[config.mk]
export PLATFORM = sky130hd
export DESIGN_NAME = ones_frame_stats_flat
export DESIGN_NICKNAME = d
export VERILOG_FILES = /design/src/rtl/ones_frame_stats_if.sv /design/src/rtl/ones_frame_stats.sv /design/src/flat_wrapper.sv
export SDC_FILE = /design/constraint.sdc
export NUM_CORES = 1
export LEC_CHECK = 0
export BUFFER_PORTS_ARGS = -buffer_cell sky130_fd_sc_hd__buf_2
export CELL_PAD_IN_SITES_DETAIL_PLACEMENT = 0
export CELL_PAD_IN_SITES_GLOBAL_PLACEMENT = 1
export CORE_MARGIN = 2
export CORE_UTILIZATION = 49
export DETAILED_ROUTE_END_ITERATION = 8
export PLACE_DENSITY = 0.9
export SYNTH_ARGS = -nofsm -noshare
export SYNTH_HDL_FRONTEND = slang
export SYNTH_SLANG_ARGS = --single-unit
[constraint.sdc]
create_clock -name clk -period 5.5 [get_ports clk]
set_clock_uncertainty 0.05 [all_clocks]
set_input_delay 0.275 -clock clk [delete_from_list [all_inputs] [get_ports clk]]
set_output_delay 0.275 -clock clk [all_outputs]
set_load 0.05 [all_outputs]
[src/rtl/ones_frame_stats_if.sv]
// ----------------------------------------------------------------------------
// ones_frame_stats_if
//
// Purpose: bundles the word input, the frame-result output and the status
// flags of ones_frame_stats so that producer/consumer and the block itself
// connect through one port.
//
// Signals:
//   clear        producer -> block   synchronous abort of the frame in progress
//   in_valid     producer -> block   in_ones carries a word count this cycle
//   in_ones[4:0] producer -> block   per-word ones count (legal 0..16)
//   out_ready    consumer -> block   consumer accepts the held result
//   out_valid    block -> consumer   a frame result is held on frame_*
//   frame_total  block -> consumer   sum of counts over the frame
//   frame_max    block -> consumer   largest count in the frame
//   frame_min    block -> consumer   smallest count in the frame
//   frame_dense  block -> consumer   number of dense words in the frame
//   overrun      block -> consumer   sticky: a completed frame was dropped
//   range_err    block -> consumer   sticky: an in_ones value > 16 was seen
//
// Handshake semantics:
//   Input side has no backpressure: every rising edge with in_valid=1 (and
//   clear=0) accepts one word. Output side is valid/ready: once out_valid
//   rises, frame_* stay stable until the edge where out_valid && out_ready
//   are both 1; that edge consumes the result. out_ready is ignored while
//   out_valid=0, and out_valid never depends combinationally on out_ready.
//
// Modports:
//   master  producer/consumer side (drives inputs, observes results)
//   slave   ones_frame_stats side
// ----------------------------------------------------------------------------
interface ones_frame_stats_if #(
    parameter int TOTAL_W = 7
);
    logic               clear;
    logic               in_valid;
    logic [4:0]         in_ones;
    logic               out_ready;
    logic               out_valid;
    logic [TOTAL_W-1:0] frame_total;
    logic [4:0]         frame_max;
    logic [4:0]         frame_min;
    logic [7:0]         frame_dense;
    logic               overrun;
    logic               range_err;

    modport master (
        output clear,
        output in_valid,
        output in_ones,
        output out_ready,
        input  out_valid,
        input  frame_total,
        input  frame_max,
        input  frame_min,
        input  frame_dense,
        input  overrun,
        input  range_err
    );

    modport slave (
        input  clear,
        input  in_valid,
        input  in_ones,
        input  out_ready,
        output out_valid,
        output frame_total,
        output frame_max,
        output frame_min,
        output frame_dense,
        output overrun,
        output range_err
    );
endinterface

[src/rtl/ones_frame_stats.sv]
// ----------------------------------------------------------------------------
// ones_frame_stats
//
// Purpose: accumulates per-frame statistics (total ones, max, min, number of
// dense words) over fixed frames of FRAME_LEN word counts and presents each
// completed frame on a one-deep valid/ready output register.
//
// Parameters:
//   FRAME_LEN  words per frame (2..255)
//   THRESH     a word is dense when its count is strictly greater (0..15)
//   TOTAL_W    total-sum width, ceil(log2(16*FRAME_LEN+1))
//
// Ports:
//   clk          single clock, rising edge
//   rst_n        asynchronous active-low reset
//   bus          ones_frame_stats_if.slave (word input, frame output, flags)
//   dbg_state_o  output register state (0 = EMPTY, 1 = FULL)
// ----------------------------------------------------------------------------
module ones_frame_stats #(
    parameter int FRAME_LEN = 4,
    parameter int THRESH    = 8,
    parameter int TOTAL_W   = 7
) (
    input  logic                    clk,
    input  logic                    rst_n,
    ones_frame_stats_if.slave       bus,
    output logic                    dbg_state_o
);

    localparam logic [7:0] LAST_IDX = 8'(FRAME_LEN - 1);
    localparam logic [4:0] THRESH_V = 5'(THRESH);
    localparam logic [4:0] MAX_ONES = 5'd16;

    typedef enum logic {
        S_EMPTY = 1'b0,
        S_FULL  = 1'b1
    } out_state_e;

    // ------------------------------------------------------------------
    // Accumulator and output state
    // ------------------------------------------------------------------
    logic [TOTAL_W-1:0] acc_total_q, acc_total_d;
    logic [4:0]         acc_max_q,   acc_max_d;
    logic [4:0]         acc_min_q,   acc_min_d;
    logic [7:0]         acc_dense_q, acc_dense_d;
    logic [7:0]         word_cnt_q,  word_cnt_d;

    out_state_e         state_q, state_d;
    logic [TOTAL_W-1:0] out_total_q, out_total_d;
    logic [4:0]         out_max_q,   out_max_d;
    logic [4:0]         out_min_q,   out_min_d;
    logic [7:0]         out_dense_q, out_dense_d;
    logic               overrun_q,   overrun_d;
    logic               range_err_q, range_err_d;

    // ------------------------------------------------------------------
    // Per-word datapath
    // ------------------------------------------------------------------
    logic               in_over;     // raw count above the legal 16
    logic [4:0]         value;       // saturated count actually used
    logic               accept;      // a word enters the accumulators
    logic               is_first;
    logic               is_last;
    logic               is_dense;
    logic               complete;    // this accepted word closes a frame
    logic               load_out;    // output register captures the frame

    // Statistics including the current word; these feed both the
    // accumulators and, on completion, the output register.
    logic [TOTAL_W-1:0] stat_total;
    logic [4:0]         stat_max;
    logic [4:0]         stat_min;
    logic [7:0]         stat_dense;

    always_comb begin
        in_over  = bus.in_ones > MAX_ONES;
        value    = in_over ? MAX_ONES : bus.in_ones;
        accept   = bus.in_valid && !bus.clear;
        is_first = (word_cnt_q == 8'd0);
        is_last  = (word_cnt_q == LAST_IDX);
        is_dense = (value > THRESH_V);
        complete = accept && is_last;
    end

    // The first word of a frame restarts every statistic, so leftovers from
    // the previous frame never need an explicit clearing cycle.
    always_comb begin
        stat_total = TOTAL_W'(value);
        stat_max   = value;
        stat_min   = value;
        stat_dense = {7'd0, is_dense};
        if (!is_first) begin
            stat_total = acc_total_q + TOTAL_W'(value);
            stat_max   = (value > acc_max_q) ? value : acc_max_q;
            stat_min   = (value < acc_min_q) ? value : acc_min_q;
            stat_dense = acc_dense_q + {7'd0, is_dense};
        end
    end

    // ------------------------------------------------------------------
    // Accumulator next state
    // ------------------------------------------------------------------
    always_comb begin
        acc_total_d = acc_total_q;
        acc_max_d   = acc_max_q;
        acc_min_d   = acc_min_q;
        acc_dense_d = acc_dense_q;
        word_cnt_d  = word_cnt_q;
        range_err_d = range_err_q;

        if (bus.clear) begin
            // Abort: the word presented this cycle (if any) is dropped too.
            acc_total_d = '0;
            acc_max_d   = '0;
            acc_min_d   = '0;
            acc_dense_d = '0;
            word_cnt_d  = '0;
        end else if (bus.in_valid) begin
            acc_total_d = stat_total;
            acc_max_d   = stat_max;
            acc_min_d   = stat_min;
            acc_dense_d = stat_dense;
            word_cnt_d  = is_last ? 8'd0 : word_cnt_q + 8'd1;
            if (in_over) begin
                range_err_d = 1'b1;
            end
        end
    end

    always_ff @(posedge clk or negedge rst_n) begin
        if (!rst_n) begin
            acc_total_q <= '0;
            acc_max_q   <= '0;
            acc_min_q   <= '0;
            acc_dense_q <= '0;
            word_cnt_q  <= '0;
            range_err_q <= 1'b0;
        end else begin
            acc_total_q <= acc_total_d;
            acc_max_q   <= acc_max_d;
            acc_min_q   <= acc_min_d;
            acc_dense_q <= acc_dense_d;
            word_cnt_q  <= word_cnt_d;
            range_err_q <= range_err_d;
        end
    end

    // ------------------------------------------------------------------
    // Output register FSM
    // ------------------------------------------------------------------
    always_ff @(posedge clk or negedge rst_n) begin
        if (!rst_n) begin
            state_q <= S_EMPTY;
        end else begin
            state_q <= state_d;
        end
    end

    always_comb begin
        state_d   = state_q;
        load_out  = 1'b0;
        overrun_d = overrun_q;

        case (state_q)
            S_EMPTY: begin
                if (complete) begin
                    load_out = 1'b1;
                    state_d  = S_FULL;
                end
            end
            S_FULL: begin
                if (complete) begin
                    // A result consumed on the same edge frees the slot for
                    // the new frame; otherwise the new frame is lost.
                    if (bus.out_ready) begin
                        load_out = 1'b1;
                    end else begin
                        overrun_d = 1'b1;
                    end
                end else if (bus.out_ready) begin
                    state_d = S_EMPTY;
                end
            end
            default: begin
                state_d = S_EMPTY;
            end
        endcase
    end

    always_comb begin
        out_total_d = out_total_q;
        out_max_d   = out_max_q;
        out_min_d   = out_min_q;
        out_dense_d = out_dense_q;
        if (load_out) begin
            out_total_d = stat_total;
            out_max_d   = stat_max;
            out_min_d   = stat_min;
            out_dense_d = stat_dense;
        end
    end

    always_ff @(posedge clk or negedge rst_n) begin
        if (!rst_n) begin
            out_total_q <= '0;
            out_max_q   <= '0;
            out_min_q   <= MAX_ONES;
            out_dense_q <= '0;
            overrun_q   <= 1'b0;
        end else begin
            out_total_q <= out_total_d;
            out_max_q   <= out_max_d;
            out_min_q   <= out_min_d;
            out_dense_q <= out_dense_d;
            overrun_q   <= overrun_d;
        end
    end

    // ------------------------------------------------------------------
    // Outputs
    // ------------------------------------------------------------------
    assign bus.out_valid   = (state_q == S_FULL);
    assign bus.frame_total = out_total_q;
    assign bus.frame_max   = out_max_q;
    assign bus.frame_min   = out_min_q;
    assign bus.frame_dense = out_dense_q;
    assign bus.overrun     = overrun_q;
    assign bus.range_err   = range_err_q;
    assign dbg_state_o     = state_q;

endmodule

[src/flat_wrapper.sv]
// flat-port wrapper written by rule: the top's interface ports become plain ports
module ones_frame_stats_flat 
#(
    parameter int FRAME_LEN = 4,
    parameter int THRESH    = 8,
    parameter int TOTAL_W   = 7
)
  (clk, rst_n, dbg_state_o, bus_clear, bus_in_valid, bus_in_ones, bus_out_ready, bus_out_valid, bus_frame_total, bus_frame_max, bus_frame_min, bus_frame_dense, bus_overrun, bus_range_err);
  ones_frame_stats_if #(.TOTAL_W(TOTAL_W)) bus_i ();
  input  logic clk;
  input  logic rst_n;
  output logic dbg_state_o;
  input wire logic [$bits(bus_i.clear)-1:0] bus_clear;
  input wire logic [$bits(bus_i.in_valid)-1:0] bus_in_valid;
  input wire logic [$bits(bus_i.in_ones)-1:0] bus_in_ones;
  input wire logic [$bits(bus_i.out_ready)-1:0] bus_out_ready;
  output wire logic [$bits(bus_i.out_valid)-1:0] bus_out_valid;
  output wire logic [$bits(bus_i.frame_total)-1:0] bus_frame_total;
  output wire logic [$bits(bus_i.frame_max)-1:0] bus_frame_max;
  output wire logic [$bits(bus_i.frame_min)-1:0] bus_frame_min;
  output wire logic [$bits(bus_i.frame_dense)-1:0] bus_frame_dense;
  output wire logic [$bits(bus_i.overrun)-1:0] bus_overrun;
  output wire logic [$bits(bus_i.range_err)-1:0] bus_range_err;
  assign bus_i.clear = bus_clear;
  assign bus_i.in_valid = bus_in_valid;
  assign bus_i.in_ones = bus_in_ones;
  assign bus_i.out_ready = bus_out_ready;
  assign bus_out_valid = bus_i.out_valid;
  assign bus_frame_total = bus_i.frame_total;
  assign bus_frame_max = bus_i.frame_max;
  assign bus_frame_min = bus_i.frame_min;
  assign bus_frame_dense = bus_i.frame_dense;
  assign bus_overrun = bus_i.overrun;
  assign bus_range_err = bus_i.range_err;
  ones_frame_stats #(.FRAME_LEN(FRAME_LEN), .THRESH(THRESH), .TOTAL_W(TOTAL_W)) u_core (.clk(clk), .rst_n(rst_n), .bus(bus_i), .dbg_state_o(dbg_state_o));
endmodule
==> impl_metrics.tcl, run 1 <==
set metrics [dict create \
    yosysWarnings 0 \
    cts-root-buf "clkbuf_8" \
    clk_latency_ns 0.35 \
    numCtsBuffers 9 \
    grt_usage 0.2140 \
    ys.flop_type "dfrtp_1" \
    dp.cells 469 \
    endpoint_kind "flop" \
    cts_repair_resize_count 0 \
    r2r_cells 5 \
    clock_path_buffers 2 \
    synth_top_area_share 0.4346 \
    slew_headroom 0.3350 \
    reg2reg_from "u_core.word_cnt_q[2]$_DFFE_PN0P_" \
    finalSetupTns_ns 0 \
    outcome "finished clean" \
    cts.clk_slew.worst_paths_ns 0.07 \
    synth_nets 383 \
    synth-seq-cells 61 \
    drv_slew 0 \
    routed_wirelength_um 7462 \
    tightest_slew_ns 0.9975 \
    grt.overflow.total 0 \
    fill_cells 624 \
    cp_max_fo 24 \
    rsz0062_at_grt "no" \
    start_util 0.5085 \
    netlist_area_um2 3455 \
    synth.yosys.seq_area_share 0.4422 \
    vias 2721 \
    num_antenna_cells 0 \
    p_total_w 0.001170 \
    async_flop_share 1.000 \
    whs_ns 0.03260 \
    power_leakage_nw 1.782 \
    r2r_end "u_core.acc_min_q[2]$_DFFE_PN0P_" \
    hold_viol 0 \
    avgSynthCellArea_um2 9.759 \
    ctsHoldBuffers 0 \
    yosys.area.top_type "dfrtp_1" \
    arrival_ns 3.05 \
    coreArea_um2 6794 \
    ioPinCount 39 \
    viasPerCell 5.610 \
    place_congestion 0.8447 \
    h-tree-depth 3 \
    crit_required_ns 5.70 \
    antenna_found_initial 0 \
    areaGrowthSynthToFinish_pct 12.71 \
    synth_area_leaders "dfrtp_1, ha_1, mux2i_1, nand2_1, o21ai_1" \
    path_class "reg2reg" \
    drc 0 \
    start_kind "flop" \
    fin_nets 413 \
    ir_drop_v 0.0001574 \
    wire_per_inst_um 15.39 \
    endpoint "u_core.acc_min_q[2]$_DFFE_PN0P_" \
    dr.pass1.iters 4 \
    max_cap_violations 0 \
    period_minus_slack_ns 2.848 \
    cts_sinks 61 \
    io_buffers 38 \
    die-area_um2 7738 \
    placementRows 30 \
    die_height_um 87.97 \
    fin_cells 485 \
    grt_max_degree 62 \
    synthCells 354 \
    grt_first_pass_wirelength_um 12680 \
    die_w_um 87.97 \
    power-per-cell-area_nw_per_um2 300.5 \
    rrSetupSlack_ns 2.65 \
    synth_edf_count 0 \
    critPathLaunch "u_core.word_cnt_q[2]$_DFFE_PN0P_" \
    hp-class "in2async" \
    first_global_vias 2651 \
    fmax_mhz 351.1 \
    postRouteAntennaNets 0 \
    drt_iter0_markers 145 \
    cts_setup_buffers 0 \
    period_share 0.5179 \
    cts_tree "done" \
    dpl.hpwl_um 4870 \
    setup_viol 0 \
    synth.distinct_cells 50 \
    drive_gt1_frac 0.1748 \
]
==> how the worst min path moves through the flow <==
stage,start,slack [ns],endpoint,cells after the start
6_report,rst_n,0.03,u_core.bus.frame_max[1]$_DFFE_PN0P_,2
2_1_floorplan,rst_n,-0.07,u_core.acc_dense_q[0]$_DFFE_PN0P_,0
4_1_cts,rst_n,0.07,u_core.acc_max_q[0]$_DFFE_PN0P_,2
5_1_grt,rst_n,0.13,u_core.bus.frame_max[3]$_DFFE_PN0P_,2
3_5_place_dp,u_core.bus.overrun$_DFFE_PN0P_,0.41,u_core.bus.overrun$_DFFE_PN0P_,1
3_3_place_gp,u_core.bus.overrun$_DFFE_PN0P_,0.40,u_core.bus.overrun$_DFFE_PN0P_,1
==> state kept, by name, summed over array words and instances, names as in the netlist, 5 cells and up <==
signal                  count
u_core.acc_dense_q          8
u_core.bus.frame_dense      8
u_core.word_cnt_q           8
u_core.acc_total_q          7
u_core.bus.frame_total      7
u_core.acc_max_q            5
u_core.acc_min_q            5
u_core.bus.frame_max        5
u_core.bus.frame_min        5
==> report_power, final <==
group | total, W | internal, W | switching (W)
sequential | 0.000488 | 0.000474 | 0.0000147
clock | 0.000460 | 0.000279 | 0.000182
combinational | 0.000221 | 0.0000642 | 0.000157
==> per-layer routing <==
| layer | share of wire | up-vias | track usage |
|---|---|---|---|
| li1 | - | 1332 | - |
| met1 | 0.47 | 1332 | 0.2909 |
| met2 | 0.48 | 50 | 0.3368 |
| met3 | 0.038 | 7 | 0.03864 |
| met4 | 0.012 | 0 | 0.09231 |
| met5 | 0 | - | 0 |
==> cell usage in the layout, fill, tap and decap left out, types with 3 or more instances in the layout <==
cell / instances
dfrtp_1: 60
nand2_1: 43
buf_2: 38
o21ai_1: 26
nor2_1: 20
mux2i_1: 19
ha_1: 18
inv_1: 16
a21oi_1: 16
o21ai_0: 11
o31ai_1: 11
clkbuf_8: 11
nand3_1: 10
a211oi_1: 7
xnor2_1: 7
nor2b_1: 6
and3_1: 6
nand4b_1: 5
or3_1: 4
a21o_1: 4
a31oi_1: 4
xor2_1: 4
or4b_1: 3
==> critical path, stage by stage (launching register included) <==
cell     delay [ns]
dfrtp_1        0.44
nor4_1         0.46
and3_1         0.89
a21oi_2        0.28
or4b_1         0.55
o31ai_1        0.08
==> synthesized netlist by cell type (3+ instances only) <==
cell type / instances
dfrtp_1: 60
nand2_1: 43
o21ai_1: 26
nor2_1: 20
mux2i_1: 19
ha_1: 18
a21oi_1: 16
inv_1: 16
clkbuf_1: 11
o21ai_0: 11
o31ai_1: 11
nand3_1: 10
a211oi_1: 7
xnor2_1: 7
and3_1: 6
nor2b_1: 6
nand4b_1: 5
a21o_1: 4
a31oi_1: 4
buf_2: 4
or3_1: 4
xor2_1: 4
buf_4: 3
or4b_1: 3
==> cells by family after synthesis <==
| kind of cell | share of synthesized area |
|---|---|
| compound gates | 0.1822 |
| xor+xnor | 0.02789 |
| fa+ha+maj | 0.07099 |
| buf+inv | 0.04962 |
| flops | 0.4422 |
| mux | 0.05505 |
| simple gates | 0.1720 |
==> area by class of cell <==
cell class / count / area (um2) / share of cell area
Multi-Input combinational cell: 256 / 1755 / 0.4508
Sequential cell: 61 / 1528 / 0.3924
Timing Repair Buffer: 40 / 205.2 / 0.05270
Clock buffer: 12 / 155.1 / 0.03985
Tap cell: 96 / 120.1 / 0.03085
Clock inverter: 4 / 70.07 / 0.01799
Inverter: 16 / 60.06 / 0.01542
==> through the flow <==
step                instance area (um2)  worst slack (ns)  utilization
finish                             3894             2.652       0.5731
global placement                   3669             2.620       0.5400
detailed placement                 3669             2.598       0.5400
floorplan                          3455             3.147            -
CTS                                3894             2.631       0.5731
global route                       3894             2.349       0.5731
No activity file was read; power rests on OpenSTA's default activity.
==> run 2, diff against run 1 <==
--- a/config.mk
+++ b/config.mk
@@ -9,9 +9,9 @@
 export CELL_PAD_IN_SITES_DETAIL_PLACEMENT = 0
 export CELL_PAD_IN_SITES_GLOBAL_PLACEMENT = 1
 export CORE_MARGIN = 2
-export CORE_UTILIZATION = 49
+export CORE_UTILIZATION = 45
 export DETAILED_ROUTE_END_ITERATION = 8
-export PLACE_DENSITY = 0.9
+export PLACE_DENSITY = 0.84
 export SYNTH_ARGS = -nofsm -noshare
 export SYNTH_HDL_FRONTEND = slang
 export SYNTH_SLANG_ARGS = --single-unit
==> constraint.sdc (replaced) <==
create_clock -name clk -period 2.7 [get_ports clk]
set_clock_uncertainty 0.05 [all_clocks]
set_input_delay 0.135 -clock clk [delete_from_list [all_inputs] [get_ports clk]]
set_output_delay 0.135 -clock clk [all_outputs]
set_load 0.05 [all_outputs]
==> run 2 against run 1 <==
Compared with the run above: utilization is 2.9 points lower; setup slack worse by 2.2 ns; largest cell class unchanged; non-clock buffer count is 14 higher; die area is 8.5% higher; highest routed layer unchanged; largest power group unchanged; clock power is 87% higher; sequential share of layout area is 0.96 points lower.
==> impl_metrics.tcl, run 2 (synthesis results as in run 1) <==
set metrics [dict create \
    outcome "finished clean" \
    path_class "reg2reg" \
    grtUsageMet1 0.2667 \
    drt_iter0_markers 73 \
    die_w_um 91.62 \
    drc 0 \
    clk_latency_ns 0.34 \
    setup_viol 0 \
    first_global_vias 2718 \
    num_antenna_cells 0 \
    final_cell_mix "dfrtp_1, nand2_1, buf_2" \
    start_kind "flop" \
    coreArea_um2 7331 \
    grt_first_pass_wirelength_um 13250 \
    period_share 0.8427 \
    arrival_ns 2.45 \
    cts-root-buf "clkbuf_8" \
    areaGrowthSynthToFinish_pct 15.54 \
    period_minus_slack_ns 2.275 \
    dpl.hpwl_um 5229 \
    cts_tree "done" \
    die-area_um2 8393 \
    hold_viol 0 \
    ioPinCount 39 \
    top_usage_layer "met2" \
    grt_use_met2 0.3186 \
    setup_ws_ns 0.4248 \
    numCtsBuffers 9 \
    place_congestion 0.8110 \
    fin_nets 427 \
    p_total_w 0.002326 \
    hp-class "in2reg" \
    grt_usage 0.1981 \
    final_area_um2 3991 \
    vias 2757 \
    max_cap_violations 0 \
    placementRows 31 \
    rsz0062_at_grt "no" \
    finalSetupTns_ns 0 \
    drive_gt1_frac 0.2010 \
    viasPerCell 5.492 \
    cts.clk_slew.worst_paths_ns 0.07 \
    die_height_um 91.62 \
    cts_sinks 61 \
    dr.pass1.iters 4 \
    grt_max_degree 62 \
    io_buffers 38 \
    cp_max_fo 10 \
    power-per-cell-area_nw_per_um2 582.7 \
    routed_wirelength_um 7587 \
    h-tree-depth 3 \
    crit_required_ns 2.88 \
    rrSetupSlack_ns 0.42 \
    wire_per_inst_um 15.11 \
    power_leakage_nw 1.839 \
    clock_path_buffers 2 \
    drv_slew 0 \
    postRouteAntennaNets 0 \
    ir_drop_v 0.0002419 \
    endpoint_kind "flop" \
    fmax_mhz 439.5 \
    tightest_slew_ns 0.7729 \
    cts_setup_buffers 0 \
    slew_headroom 0.4847 \
    post_dp_cell_area_um2 3770 \
    fill_cells 671 \
    post-place-ws_ns 0.2477 \
    grt.overflow.total 0 \
    gr-usage-met3 0.03122 \
    postLayoutCoreUtil 0.5445 \
    final_common_cell "dfrtp_1" \
    antenna_found_initial 0 \
    start_util 0.4712 \
]
[run 2: cell types whose count changed in the layout (fill, tap and decap cells not counted)]
cell           delta
buf_4            +13
bufinv_16         -1
clkbuf_8          +1
clkinv_2          -1
clkinvlp_4        +1
dlygate4sd3_1     +1
[run 2: final timing paths]
path                                                       start                                    end  cells past startpoint
setup / recovery                u_core.word_cnt_q[2]$_DFFE_PN0P_        u_core.acc_min_q[2]$_DFFE_PN0P_                      5
hold / removal                                      bus_in_valid       u_core.word_cnt_q[1]$_DFFE_PN0P_                      3
setup reg to reg                u_core.word_cnt_q[2]$_DFFE_PN0P_        u_core.acc_min_q[2]$_DFFE_PN0P_                      5
hold reg to reg            u_core.bus.frame_dense[7]$_DFFE_PN0P_  u_core.bus.frame_dense[7]$_DFFE_PN0P_                      2
max in group asynchronous                                  rst_n         u_core.bus.overrun$_DFFE_PN0P_                      3
min in group asynchronous                                  rst_n    u_core.bus.frame_max[3]$_DFFE_PN0P_                      3
[run 2: per-layer routing]
metal	share of wire	up-vias
li1	-	1357
met1	0.48	1346
met2	0.47	43
met3	0.027	11
met4	0.017	0
met5	0	-
[run 2: through the flow]
| step | hold WS, ns | instances |
|---|---|---|
| floorplan | -0.2106 | 354 |
| global placement | 0.3069 | 485 |
| detailed placement | 0.3063 | 485 |
| CTS | 0.1181 | 502 |
| global route | 0.1347 | 502 |
| finish | 0.1292 | 502 |
[run 2: area by class of cell]
class | instances | area [um2] | area share
well taps | 99 | 123.9 | 0.03103
clock buffers | 13 | 168.9 | 0.04232
repair buffers | 54 | 312.8 | 0.07837
flip-flops and latches | 61 | 1528 | 0.3828
inverters | 16 | 60.06 | 0.01505
multi-input cells | 256 | 1755 | 0.4398
clock inverters | 3 | 42.54 | 0.01066
[run 2: repair_timing]
action	CTS	global route
setup endpoints to repair	0	0
gates resized for setup	0	0
hold endpoints to repair	60	0
hold buffers	1	0
[run 2: critical path: stages (launching register included)]
cell,delay (ns)
dfrtp_1,0.45
nor4_1,0.46
and3_1,0.46
a21oi_2,0.16
or4b_1,0.49
o31ai_1,0.10
[run 2: report_power, final]
group	switching, W	leakage, nW	internal [W]
registers	0.0000311	0.830	0.000965
clock network	0.000357	0.106	0.000501
logic	0.000323	0.904	0.000149
total	0.000711	1.84	0.00161
